**src/rtl/spi_master_ctrl.sv**
```systemverilog
// spi_master_ctrl
// Drains 41-bit command entries from the AHB->SPI write FIFO and sends each one
// as a single SPI mode-0 frame: RW bit, address byte, then 32 data bits, MSB first.
// Read commands capture 32 MISO bits and push them into the read FIFO once the
// frame has closed. Only one entry is in flight at a time.
module spi_master_ctrl #(
    parameter int CLK_DIV = 2,  // HCLK cycles per SCLK half-period (>= 1)
    parameter int CS_GAP  = 4   // minimum HCLK cycles with CS high between frames (>= 1)
) (
    input  logic        HCLK,
    input  logic        HRESETn,
    input  logic [40:0] DATA_from_WriteFIFO,
    input  logic        WriteFIFO_empty,
    output logic        WriteFIFO_rd_en,
    output logic [31:0] DATA_to_ReadFIFO,
    output logic        ReadFIFO_wr_en,
    input  logic        ReadFIFO_full,
    output logic        SPI_SCLK,
    output logic        SPI_CS_n,
    output logic        SPI_MOSI,
    input  logic        SPI_MISO,
    output logic        SPI_busy
);

    // One counter serves the SCLK half-periods, the CS setup/hold and the CS gap.
    localparam int CNT_MAX = (CLK_DIV > CS_GAP) ? CLK_DIV : CS_GAP;
    localparam int CNT_W   = $clog2(CNT_MAX + 1);
    localparam logic [CNT_W-1:0] DIV_LAST = CNT_W'(CLK_DIV - 1);
    localparam logic [CNT_W-1:0] GAP_LAST = CNT_W'(CS_GAP - 1);

    typedef enum logic [2:0] {
        IDLE,
        FETCH,
        LOAD,
        CS_SETUP,
        SHIFT,
        CS_HOLD,
        PUSH,
        GAP
    } state_t;

    state_t           state;
    logic             rw;        // 1 = write frame, 0 = read frame
    logic [39:0]      tx_shift;  // bits still to send after the one on MOSI
    logic [31:0]      rx_shift;  // MISO bits captured so far, newest in bit 0
    logic [5:0]       bit_cnt;   // index of the bit currently on the wire (40..0)
    logic [CNT_W-1:0] cnt;

    // Frame sequencer: every output is a flop written only from this block.
    // NOTE: all state here uses non-blocking assignments so each flop samples the
    // pre-edge value of every other flop, independent of statement order.
    always_ff @(posedge HCLK or negedge HRESETn) begin
        // NOTE: the asynchronous reset clears every flop, so a frame cut short by
        // reset leaves nothing behind that could leak into the next frame.
        if (!HRESETn) begin
            state            <= IDLE;
            rw               <= 1'b0;
            tx_shift         <= '0;
            rx_shift         <= '0;
            bit_cnt          <= '0;
            cnt              <= '0;
            WriteFIFO_rd_en  <= 1'b0;
            DATA_to_ReadFIFO <= '0;
            ReadFIFO_wr_en   <= 1'b0;
            SPI_SCLK         <= 1'b0;
            SPI_CS_n         <= 1'b1;
            SPI_MOSI         <= 1'b0;
            SPI_busy         <= 1'b0;
        end else begin
            // NOTE: FIFO strobes default low every cycle, which makes them single-cycle
            // pulses without any extra clearing logic in the states.
            WriteFIFO_rd_en <= 1'b0;
            ReadFIFO_wr_en  <= 1'b0;

            case (state)
                IDLE: begin
                    if (!WriteFIFO_empty) begin
                        WriteFIFO_rd_en <= 1'b1;
                        SPI_busy        <= 1'b1;
                        state           <= FETCH;
                    end
                end

                FETCH: begin
                    // FIFO output becomes valid one cycle after the pop strobe.
                    state <= LOAD;
                end

                LOAD: begin
                    rw       <= DATA_from_WriteFIFO[40];
                    // Reads send zeros in the data field, so blank it at load time.
                    tx_shift <= DATA_from_WriteFIFO[40] ? DATA_from_WriteFIFO[39:0]
                                                        : {DATA_from_WriteFIFO[39:32], 32'h0};
                    SPI_CS_n <= 1'b0;
                    SPI_MOSI <= DATA_from_WriteFIFO[40];
                    cnt      <= '0;
                    state    <= CS_SETUP;
                end

                CS_SETUP: begin
                    if (cnt == DIV_LAST) begin
                        cnt     <= '0;
                        bit_cnt <= 6'd40;
                        state   <= SHIFT;
                    end else begin
                        cnt <= cnt + CNT_W'(1);
                    end
                end

                SHIFT: begin
                    if (cnt == DIV_LAST) begin
                        cnt <= '0;
                        if (!SPI_SCLK) begin
                            // End of low phase: SCLK rises, slave data is sampled.
                            SPI_SCLK <= 1'b1;
                            if (!rw && (bit_cnt <= 6'd31)) begin
                                rx_shift <= {rx_shift[30:0], SPI_MISO};
                            end
                        end else begin
                            // End of high phase: SCLK falls, next bit goes out.
                            SPI_SCLK <= 1'b0;
                            if (bit_cnt == 6'd0) begin
                                SPI_MOSI <= 1'b0;
                                state    <= CS_HOLD;
                            end else begin
                                bit_cnt  <= bit_cnt - 6'd1;
                                SPI_MOSI <= tx_shift[39];
                                tx_shift <= {tx_shift[38:0], 1'b0};
                            end
                        end
                    end else begin
                        cnt <= cnt + CNT_W'(1);
                    end
                end

                CS_HOLD: begin
                    if (cnt == DIV_LAST) begin
                        cnt      <= '0;
                        SPI_CS_n <= 1'b1;
                        state    <= rw ? GAP : PUSH;
                    end else begin
                        cnt <= cnt + CNT_W'(1);
                    end
                end

                PUSH: begin
                    // Stall here while the read FIFO is full; the captured word is kept.
                    if (!ReadFIFO_full) begin
                        DATA_to_ReadFIFO <= rx_shift;
                        ReadFIFO_wr_en   <= 1'b1;
                        cnt              <= '0;
                        state            <= GAP;
                    end
                end

                GAP: begin
                    if (cnt == GAP_LAST) begin
                        cnt      <= '0;
                        SPI_busy <= 1'b0;
                        state    <= IDLE;
                    end else begin
                        cnt <= cnt + CNT_W'(1);
                    end
                end
            endcase
        end
    end

endmodule

```
**config.mk**
```make
export PLATFORM = sky130hd
export DESIGN_NAME = spi_master_ctrl
export DESIGN_NICKNAME = d
export VERILOG_FILES = /design/src/rtl/spi_master_ctrl.sv
export SDC_FILE = /design/constraint.sdc
export NUM_CORES = 1
export LEC_CHECK = 0
export CAP_MARGIN = 30
export CORE_ASPECT_RATIO = 1.75
export CORE_MARGIN = 2
export CORE_UTILIZATION = 45
export DETAILED_ROUTE_END_ITERATION = 12
export GPL_TIMING_DRIVEN = 0
export HOLD_SLACK_MARGIN = 0.03
export PLACE_DENSITY = 0.68
export SYNTH_ARGS = -nofsm -noshare
export SYNTH_HDL_FRONTEND = slang
export SYNTH_SLANG_ARGS = --single-unit
```
**constraint.sdc**
```tcl
create_clock -name HCLK -period 6.2 [get_ports HCLK]
set_input_delay 0.62 -clock HCLK [delete_from_list [all_inputs] [get_ports HCLK]]
set_output_delay 0.62 -clock HCLK [all_outputs]
set_load 0.005 [all_outputs]
```
* Word-level counts from Yosys, hierarchy flattened
Index checks and enable logic that the tools add are counted.
** Word-level totals
- ROM bits :: 0
- Bits in registers :: 123
- Output and inout port bits :: 38
- Memory bits (writable) :: 0
- Bits in latches :: 0
- Logic and storage cells :: 94
- Memories kept :: 0
** Operators by class
- Bitwise operators :: 2
- Mux-type cells :: 38
- Equal/unequal tests :: 18
- Div/mod/pow operators :: 0
- $mul :: 0
- Shift operators :: 0
- Reductions and logical operators :: 20
- Add/sub/neg operators :: 2
- Magnitude comparators :: 1
** Operator list (count)
- $mux 40 :: 3
- $pmux 40 s2 :: 1
- $mux 3 :: 11
- $mux 32 :: 1
- $mux 6 :: 4
- $pmux 3 s8 :: 1
- $ne 2x2->1 const B :: 9
- $eq 3x3->1 const B :: 4
- $mux 1 :: 12
- $pmux 3 s4 :: 1
- $pmux 6 s2 :: 1
- $eq 3x2->1 const B :: 3
- $reduce_and 2->1 :: 4
- $reduce_and 4->1 :: 2
- $reduce_and 8->1 :: 1
- $reduce_bool 2->1 :: 4
- $eq 3x1->1 const B :: 2
- $le 6x5->1 const B :: 1
- $logic_not 6->1 :: 1
- $pmux 1 s2 :: 3
- $reduce_and 3->1 :: 2
- $sub 6x1->6 const B :: 1
- $reduce_and 5->1 :: 1
- $reduce_bool 4->1 :: 1
- other kinds (6) :: 7

* Logic depth before layout (Yosys ltp)
Gate-level depths: netlist of run 1.
- Depth in word-level cells :: 5
- Depth in mapped cells :: 8
- Mapped depth without buffers :: 6

* Least setup slack after synthesis of run 1
Ideal clock, no wire load.
- Kind :: register to register
- From :: register cnt[1]
- To :: register rx_shift[0]
- Buffers on the path :: 2
- Period minus slack after synthesis :: 2.093 ns
- Path slack :: 4.107 ns
- Arrival time :: 1.968 ns
- Cell stages (with the launch flop) :: 9
- Path through :: dfrtp_1 > inv_1 > ha_1 > nor2b_1 > nand2_1 > or4_1 > buf_2 > buf_6 > mux2_4
** On the way
- Longest elaborated chain between the ends :: 2
** RTL lines
- start, declared :: RTL line 47 : logic [CNT_W-1:0] cnt;
- start signal, assigned :: RTL line 106 : cnt <= cnt + CNT_W'(1);
- start signal, assigned :: RTL line 132 : cnt <= cnt + CNT_W'(1);
- start signal, assigned :: RTL line 142 : cnt <= cnt + CNT_W'(1);
- $eq 3x1->1 :: RTL line 111 : if (cnt == DIV_LAST) begin
- $reduce_and 4->1 (no line)
- end signal, assigned :: RTL line 117 : rx_shift <= {rx_shift[30:0], SPI_MISO};
- end, declared :: RTL line 45 : logic [31:0] rx_shift;
No other way between the ends.
A chain may end at the register's enable or synchronous reset.

* Final worst setup path of run 1
- From :: register cnt[1]
- To :: register rx_shift[26]
Same word-level chain as after synthesis.

==> impl_results.md, run 1 <==
- I/O pins: 84
- Number of enable-type register cells in the synthesized netlist: 0
- Peak supply drop: 0.203 mV
- Root buffer cell: sky130_fd_sc_hd__clkbuf_16
- Leftover overflow at the end of global routing: 0
- Clock Skew: 0.00793 ns
- Synthesized Nets: 528
- Max-slew violations: 0
- Number of buffers inserted to repair setup after CTS: 0
- First-pass GRT wire length: 19.4 mm
- Max_slew headroom: 64.7%
- Critical path, cell by cell: inv_1 > ha_1 > nor2b_1 > nand2_1 > or4_1 > buf_2 > buf_6 > mux2_4
- Detailed-placement wirelength estimate: 8.19 mm
- Post-synthesis cell count: 476
- Count of port buffers added during placement: 83
- Number of global-route vias before repair: 4026
- Initial core utilization: 45.8%
- Nature of the critical path endpoint: flip-flop
- Number of synthesized register bits: 123
- Post-route setup TNS: 0 ns
- Post-cts hold buffer count: 0
- Power after layout: 2.93 mW
- Synth async-reset ratio: 100%
- DRT Pass-1 Iters: 4
- Horizontal die dimension: 89.0 um
- Average instance area after synthesis: 12.0 um2
- Top cells by area, synth: sky130_fd_sc_hd__dfrtp_1 (54%), sky130_fd_sc_hd__mux2_4 (7.9%), sky130_fd_sc_hd__mux2_1 (6.3%)
- Slowest cell on crit path: sky130_fd_sc_hd__or4_1
- Achievable Freq: 0.411 GHz
- Setup repair after global routing missed its margin: no
- Clock latency on the worst-skew pair: 0.41 ns
- Critical path peak fanout: 10
- Top cell family by delay on the critical path: simple AND/OR/NAND/NOR gates
- Clock buffers created by TritonCTS: 17
- Chip height: 153 um
- Distinct cells, synth: 47
- Via density: 5.08
- Ant diodes: 0
- HP Class: primary input to asynchronous set/reset pin
- Area enclosed by the die boundary: 13600 um2
- Buffer depth of the longest clock path: 2
- Synthesized area: 5690 um2
- Status: complete, no violations
- Weighted congestion reported at the end of routability-driven placement: 0.805
- Crit start category: flip-flop
- Most instantiated library cell after synthesis: sky130_fd_sc_hd__dfrtp_1
- Clock Sinks: 123
- Biggest cell delay along the critical path: 0.43 ns
- Share of Yosys cell area claimed by the top area cell type: 53.6%
- Leakage: 3.72 nW
- Floorplan row count: 54
- Detail-routed net length per standard cell: 15.3 um
- Area inside the core boundary: 12400 um2
- Pin count of the biggest net entering global routing: 103
- Most instantiated flip-flop cell in the synthesis netlist: sky130_fd_sc_hd__dfrtp_1
- Required time worst endpoint: 6.49 ns
- Area used by sequential logic in the layout: 3080 um2
- Part of the cycle the worst path needs: 39.2%
- Actual transition at the worst max-transition pin: 0.530 ns
- Clock-pin slew on the worst setup and hold paths: 0.06 ns
- Multi-input logic area: 2310 um2
- WL final: 11.7 mm
- Leading cell types by count after synthesis: sky130_fd_sc_hd__dfrtp_1 (122), sky130_fd_sc_hd__a21oi_1 (39), sky130_fd_sc_hd__inv_1 (39)
- Final number of hold-violating endpoints: 0
- Ratio of cells with drive above 1 in the final layout: 16.7%
- Final ANT Viol Nets: 0
- Overall via count from detail_route: 3865
- Resize count post-CTS: 0
- Fill count: 1043
- Depth of the CTS H-tree: 4
- Area Growth Syn to Fin: 29.2%
- Sequential share of the synthesized area: 54.1%
- TritonCTS clock tree: yes
- Power per cell area: 398 nW/um2
- Data arrival time at the worst-slack endpoint: 2.72 ns
- Total buffers and inverters traversed by the critical path: 3
- Residual DRC count: 0
- Initial antenna violation count: 0
- Total global routing track utilization: 18.2%
- First DRT Iteration DRCs: 151
- Cell taking the most area after synthesis: sky130_fd_sc_hd__dfrtp_1
- Number of failing setup endpoints in the final timing report: 0
- Crit path time final: 2.43 ns
- Number of nets in the final layout: 632
- Max capacitance violation total: 0
- Count of warnings emitted by yosys: 0
- Start-to-end type of the worst setup path: flip-flop to flip-flop
## where the power goes
group	internal, mW	total (mW)	switching (mW)
sequential	0.985	1.10	0.115
combinational	0.395	0.860	0.465
clock	0.602	0.970	0.369
total	1.98	2.93	0.949
## worst reg2reg max path, delay by kind of cell, from the launching register on
kind                       cells  cell delay, ns
muxes                          1            0.31
buffers and inverters          3            0.43
and+or+nand+nor                3            1.00
adders and majority gates      1            0.18
DFF                            1            0.39
## cell families after synthesis
kind of cell,Yosys count,synth area share [%]
DFF,123,54.1
muxes,106,22.2
and+or+nand+nor,106,10.0
buffers and inverters,69,5.32
AOI/OAI and AO/OA,65,6.82
adders and majority gates,6,1.32
xor gates and xnor gates,1,0.154
## area by class of cell
class / count / area share, %
sequential: 123 / 41.9
multi-input combinational: 284 / 31.4
timing repair buffer: 85 / 11.8
clock buffer: 18 / 5.97
tap: 168 / 2.86
buffer: 30 / 2.13
clock inverter: 14 / 2.02
inverter: 39 / 1.99
## metrics by stage
step | util (%) | hold slack [ns] | instance area, um2 | std cells | setup slack, ns
floorplan | - | 0.324 | 5690 | 476 | 4.11
global placement | 54.2 | 0.456 | 6730 | 727 | -0.175
detailed placement | 54.4 | 0.460 | 6770 | 729 | 3.78
CTS | 59.2 | 0.0481 | 7350 | 761 | 3.76
global route | 59.2 | 0.0505 | 7350 | 761 | 3.67
finish | 59.2 | 0.0503 | 7350 | 761 | 3.77
## final timing paths
check	start	end	slack, ns	cells after the start
worst min register to register	SPI_CS_n	SPI_CS_n	0.47	2
worst min-delay path	HRESETn	state[0]	0.05	1
worst max-delay path	cnt[1]	rx_shift[26]	3.77	8
max in group asynchronous	HRESETn	tx_shift[16]	5.38	2
worst max register to register	cnt[1]	rx_shift[26]	3.77	8
min in group HCLK	SPI_CS_n	SPI_CS_n	0.47	2
## sequential cells by signal (all words and copies together), names as in the netlist
name	count
SPI_busy	1
WriteFIFO_rd_en	1
SPI_CS_n	1
state	3
rx_shift	32
ReadFIFO_wr_en	1
cnt	3
DATA_to_ReadFIFO	32
SPI_SCLK	1
SPI_MOSI	1
rw	1
tx_shift	40
bit_cnt	6
## layout by cell type, fill, tap and decap left out, types with 2 or more instances in the layout
cell                              count
sky130_fd_sc_hd__buf_1                2
sky130_fd_sc_hd__dfrtp_1            122
sky130_fd_sc_hd__buf_6                5
sky130_fd_sc_hd__mux2i_1             32
sky130_fd_sc_hd__nor2b_1              2
sky130_fd_sc_hd__o22ai_1              2
sky130_fd_sc_hd__clkinv_2             3
sky130_fd_sc_hd__nor2_1              11
sky130_fd_sc_hd__inv_1               39
sky130_fd_sc_hd__and3_1              31
sky130_fd_sc_hd__mux2_2              12
sky130_fd_sc_hd__clkbuf_1            13
sky130_fd_sc_hd__clkbuf_16           17
sky130_fd_sc_hd__o21ai_1              6
sky130_fd_sc_hd__mux2_1              32
sky130_fd_sc_hd__buf_2               12
sky130_fd_sc_hd__clkdlybuf4s50_1     82
sky130_fd_sc_hd__nand2_1             32
sky130_fd_sc_hd__nand3b_1             2
sky130_fd_sc_hd__mux2_4              30
sky130_fd_sc_hd__clkinv_4             5
sky130_fd_sc_hd__nor3_1               6
sky130_fd_sc_hd__ha_1                 6
sky130_fd_sc_hd__nand2b_1             5
sky130_fd_sc_hd__bufinv_16            2
sky130_fd_sc_hd__clkinvlp_4           4
sky130_fd_sc_hd__o21ai_0              5
sky130_fd_sc_hd__a22o_1               3
sky130_fd_sc_hd__a21oi_1             39
sky130_fd_sc_hd__nand3_1              6
## metal layers
layer	vias up	part of all wire, %	global-route usage (%)	wire length (um)
met5	-	0	0	0
met4	0	2.4	7.60	285
met2	95	53	30.7	6160
met1	1907	42	21.6	4850
met3	21	3.1	4.71	359
li1	1842	-	-	-
(Power assumes the default switching activity.)
==> inputs of run 2 (changes only) <==
- clock period: 6.2 -> 2.3 ns (I/O delays scaled with it)
==> impl_results.md, run 2 (synthesis gave the netlist of run 1 again) <==
- Status: complete, no violations
- Clock latency on the worst-skew pair: 0.41 ns (about the same)
- Chip height: 153 um (unchanged)
- Floorplan row count: 54 (unchanged)
- Number of nets in the final layout: 634 (+0.32%)
- Final number of hold-violating endpoints: 0 (unchanged)
- Crit start category: flip-flop
- Crit Reg-Reg Startpoint: cnt[1]
- Actual transition at the worst max-transition pin: 0.529 ns (-0.00107 ns)
- Most common cell after layout, fill and taps aside: sky130_fd_sc_hd__dfrtp_1
- Clock buffers created by TritonCTS: 17 (unchanged)
- Overall via count from detail_route: 3881 (+0.41%)
- Max-slew violations: 0 (unchanged)
- Number of failing setup endpoints in the final timing report: 0 (unchanged)
- Area enclosed by the die boundary: 13600 um2 (unchanged)
- Data arrival time at the worst-slack endpoint: 2.49 ns (-0.23 ns)
- Depth of the CTS H-tree: 4 (unchanged)
- Part of the cycle the worst path needs: 95.8% (+57 points)
- WL final: 11.7 mm (+0.44%)
- Clock Skew: 0.00628 ns (-0.00166 ns)
- First DRT Iteration DRCs: 153 (+1.3%)
- Most frequent cells in the layout: sky130_fd_sc_hd__dfrtp_1 (122), sky130_fd_sc_hd__clkdlybuf4s50_1 (82), sky130_fd_sc_hd__inv_1 (39), sky130_fd_sc_hd__a21oi_1 (39)
- Required time worst endpoint: 2.59 ns (-3.90 ns)
- Biggest register: tx_shift
- Max_slew headroom: 64.7% (+0.071 points)
- Crit path time final: 2.20 ns (-0.230 ns)
- Via density: 5.09 (+0.15%)
- Nature of the critical path endpoint: flip-flop
- Hold WS: 0.238 ns (+0.187 ns)
- Biggest cell delay along the critical path: 0.42 ns (about the same)
- First-pass GRT wire length: 19.4 mm (unchanged)
- Ant diodes: 0 (unchanged)
- Slowest cell on crit path: sky130_fd_sc_hd__or4_1
- Ratio of cells with drive above 1 in the final layout: 17.0% (+0.28 points)
- Power per cell area: 1070 nW/um2 (+170%)
- Area inside the core boundary: 12400 um2 (unchanged)
- Clock Sinks: 123 (unchanged)
- Leakage: 3.73 nW (+0.36%)
- I/O pins: 84 (unchanged)
- Detailed-placement wirelength estimate: 8.19 mm (unchanged)
- Initial core utilization: 45.8% (unchanged)
- Critical path launch point: cnt[1]
- Count of port buffers added during placement: 83 (unchanged)
- Total global routing track utilization: 18.2% (unchanged)
- Clock-pin slew on the worst setup and hold paths: 0.06 ns (about the same)
- Start-to-end type of the worst setup path: flip-flop to flip-flop
- Largest registers: tx_shift (40), DATA_to_ReadFIFO (32), rx_shift (32)
- Horizontal die dimension: 89.0 um (unchanged)
- Pin count of the biggest net entering global routing: 103 (unchanged)
- Peak supply drop: 0.561 mV (+180%)
- Weighted congestion reported at the end of routability-driven placement: 0.805 (unchanged)
- Max capacitance violation total: 0 (unchanged)
- Leftover overflow at the end of global routing: 0 (unchanged)
- TritonCTS clock tree: yes
- HP Class: primary input to asynchronous set/reset pin
- Reg-to-reg slack, setup: 0.1 ns (-3.67 ns)
- Critical path peak fanout: 10 (unchanged)
- Buffer depth of the longest clock path: 2 (unchanged)
- Root buffer cell: sky130_fd_sc_hd__clkbuf_16
- Area Growth Syn to Fin: 29.7%
- Residual DRC count: 0 (unchanged)
- Final ANT Viol Nets: 0 (unchanged)
- Largest register FFs: 40 (unchanged)
- Number of global-route vias before repair: 4026 (unchanged)
- Achievable Freq: 0.454 GHz (+10%)
- Share of the core filled with cells in the final layout: 59.4% (+0.20 points)
- Initial antenna violation count: 0 (unchanged)
- Critical path, cell by cell: inv_1 > ha_1 > nor2b_4 > nand2_1 > or4_1 > buf_2 > buf_6 > mux2_4
- Setup repair after global routing missed its margin: no
- DRT Pass-1 Iters: 4 (unchanged)
- Detail-routed net length per standard cell: 15.3 um (+0.17%)
run 2: worst paths after layout:
check / cells after the start / endpoint
min: 2 / state[0]
max: 8 / rx_shift[26]
min in group HCLK: 2 / WriteFIFO_rd_en
min reg2reg: 2 / SPI_CS_n
max in group asynchronous: 3 / tx_shift[13]
max reg2reg: 8 / rx_shift[26]
run 2: what timing repair did:
item | CTS | global route
buffers inserted | 0 | 1
pin swaps | 0 | 1
resized for setup | 2 | 0
setup endpoints to repair | 30 | 29
hold buffers | 1 | 0
hold endpoints to repair | 21 | 0
run 2: stage by stage:
step           worst slack (ns)  cell area (um2)  std cells  setup TNS [ns]  power, mW
5_1_grt                 0.00571             7380        763               0       8.41
4_1_cts                  0.0441             7370        762               0       7.98
3_5_place_dp             -0.124             6770        729           -3.31       5.33
6_report                 0.0970             7380        763               0       7.92
3_3_place_gp              -3.68             6730        727         -457.80       5.21
2_1_floorplan             0.207             5690        476               0       4.60
run 2: report_power, final:
group | internal (mW) | leakage (nW) | switching, mW | total, mW
Sequential | 2.65 | 1.63 | 0.310 | 2.96
Clock | 1.62 | 0.278 | 0.994 | 2.62
Combinational | 1.08 | 1.82 | 1.26 | 2.34
Total | 5.36 | 3.73 | 2.56 | 7.92
run 2: critical path: cells and delay by family (launching register included):
family,cells,cell delay (ns)
fa+ha+maj,1,0.19
buf+inv,3,0.42
flops,1,0.39
mux,1,0.31
simple gates,3,0.76
run 2: layout make-up:
type                            instances  area [um2]
Timing Repair Buffer                   87         882
Multi-Input combinational cell        284        2320
Buffer                                 30         156
Clock inverter                         14         149
Clock buffer                           18         439
Fill cell                            1043        5050
Inverter                               39         146
Tap cell                              168         210
Sequential cell                       123        3080
run 2: metal layers:
| layer | part of all wire (%) | vias to the layer above | track usage, % |
|---|---|---|---|
| met3 | 2.9 | 22 | 4.71 |
| met5 | 0 | - | 0 |
| met2 | 53 | 90 | 30.7 |
| met1 | 42 | 1922 | 21.6 |
| met4 | 2.6 | 0 | 7.60 |
| li1 | - | 1847 | - |
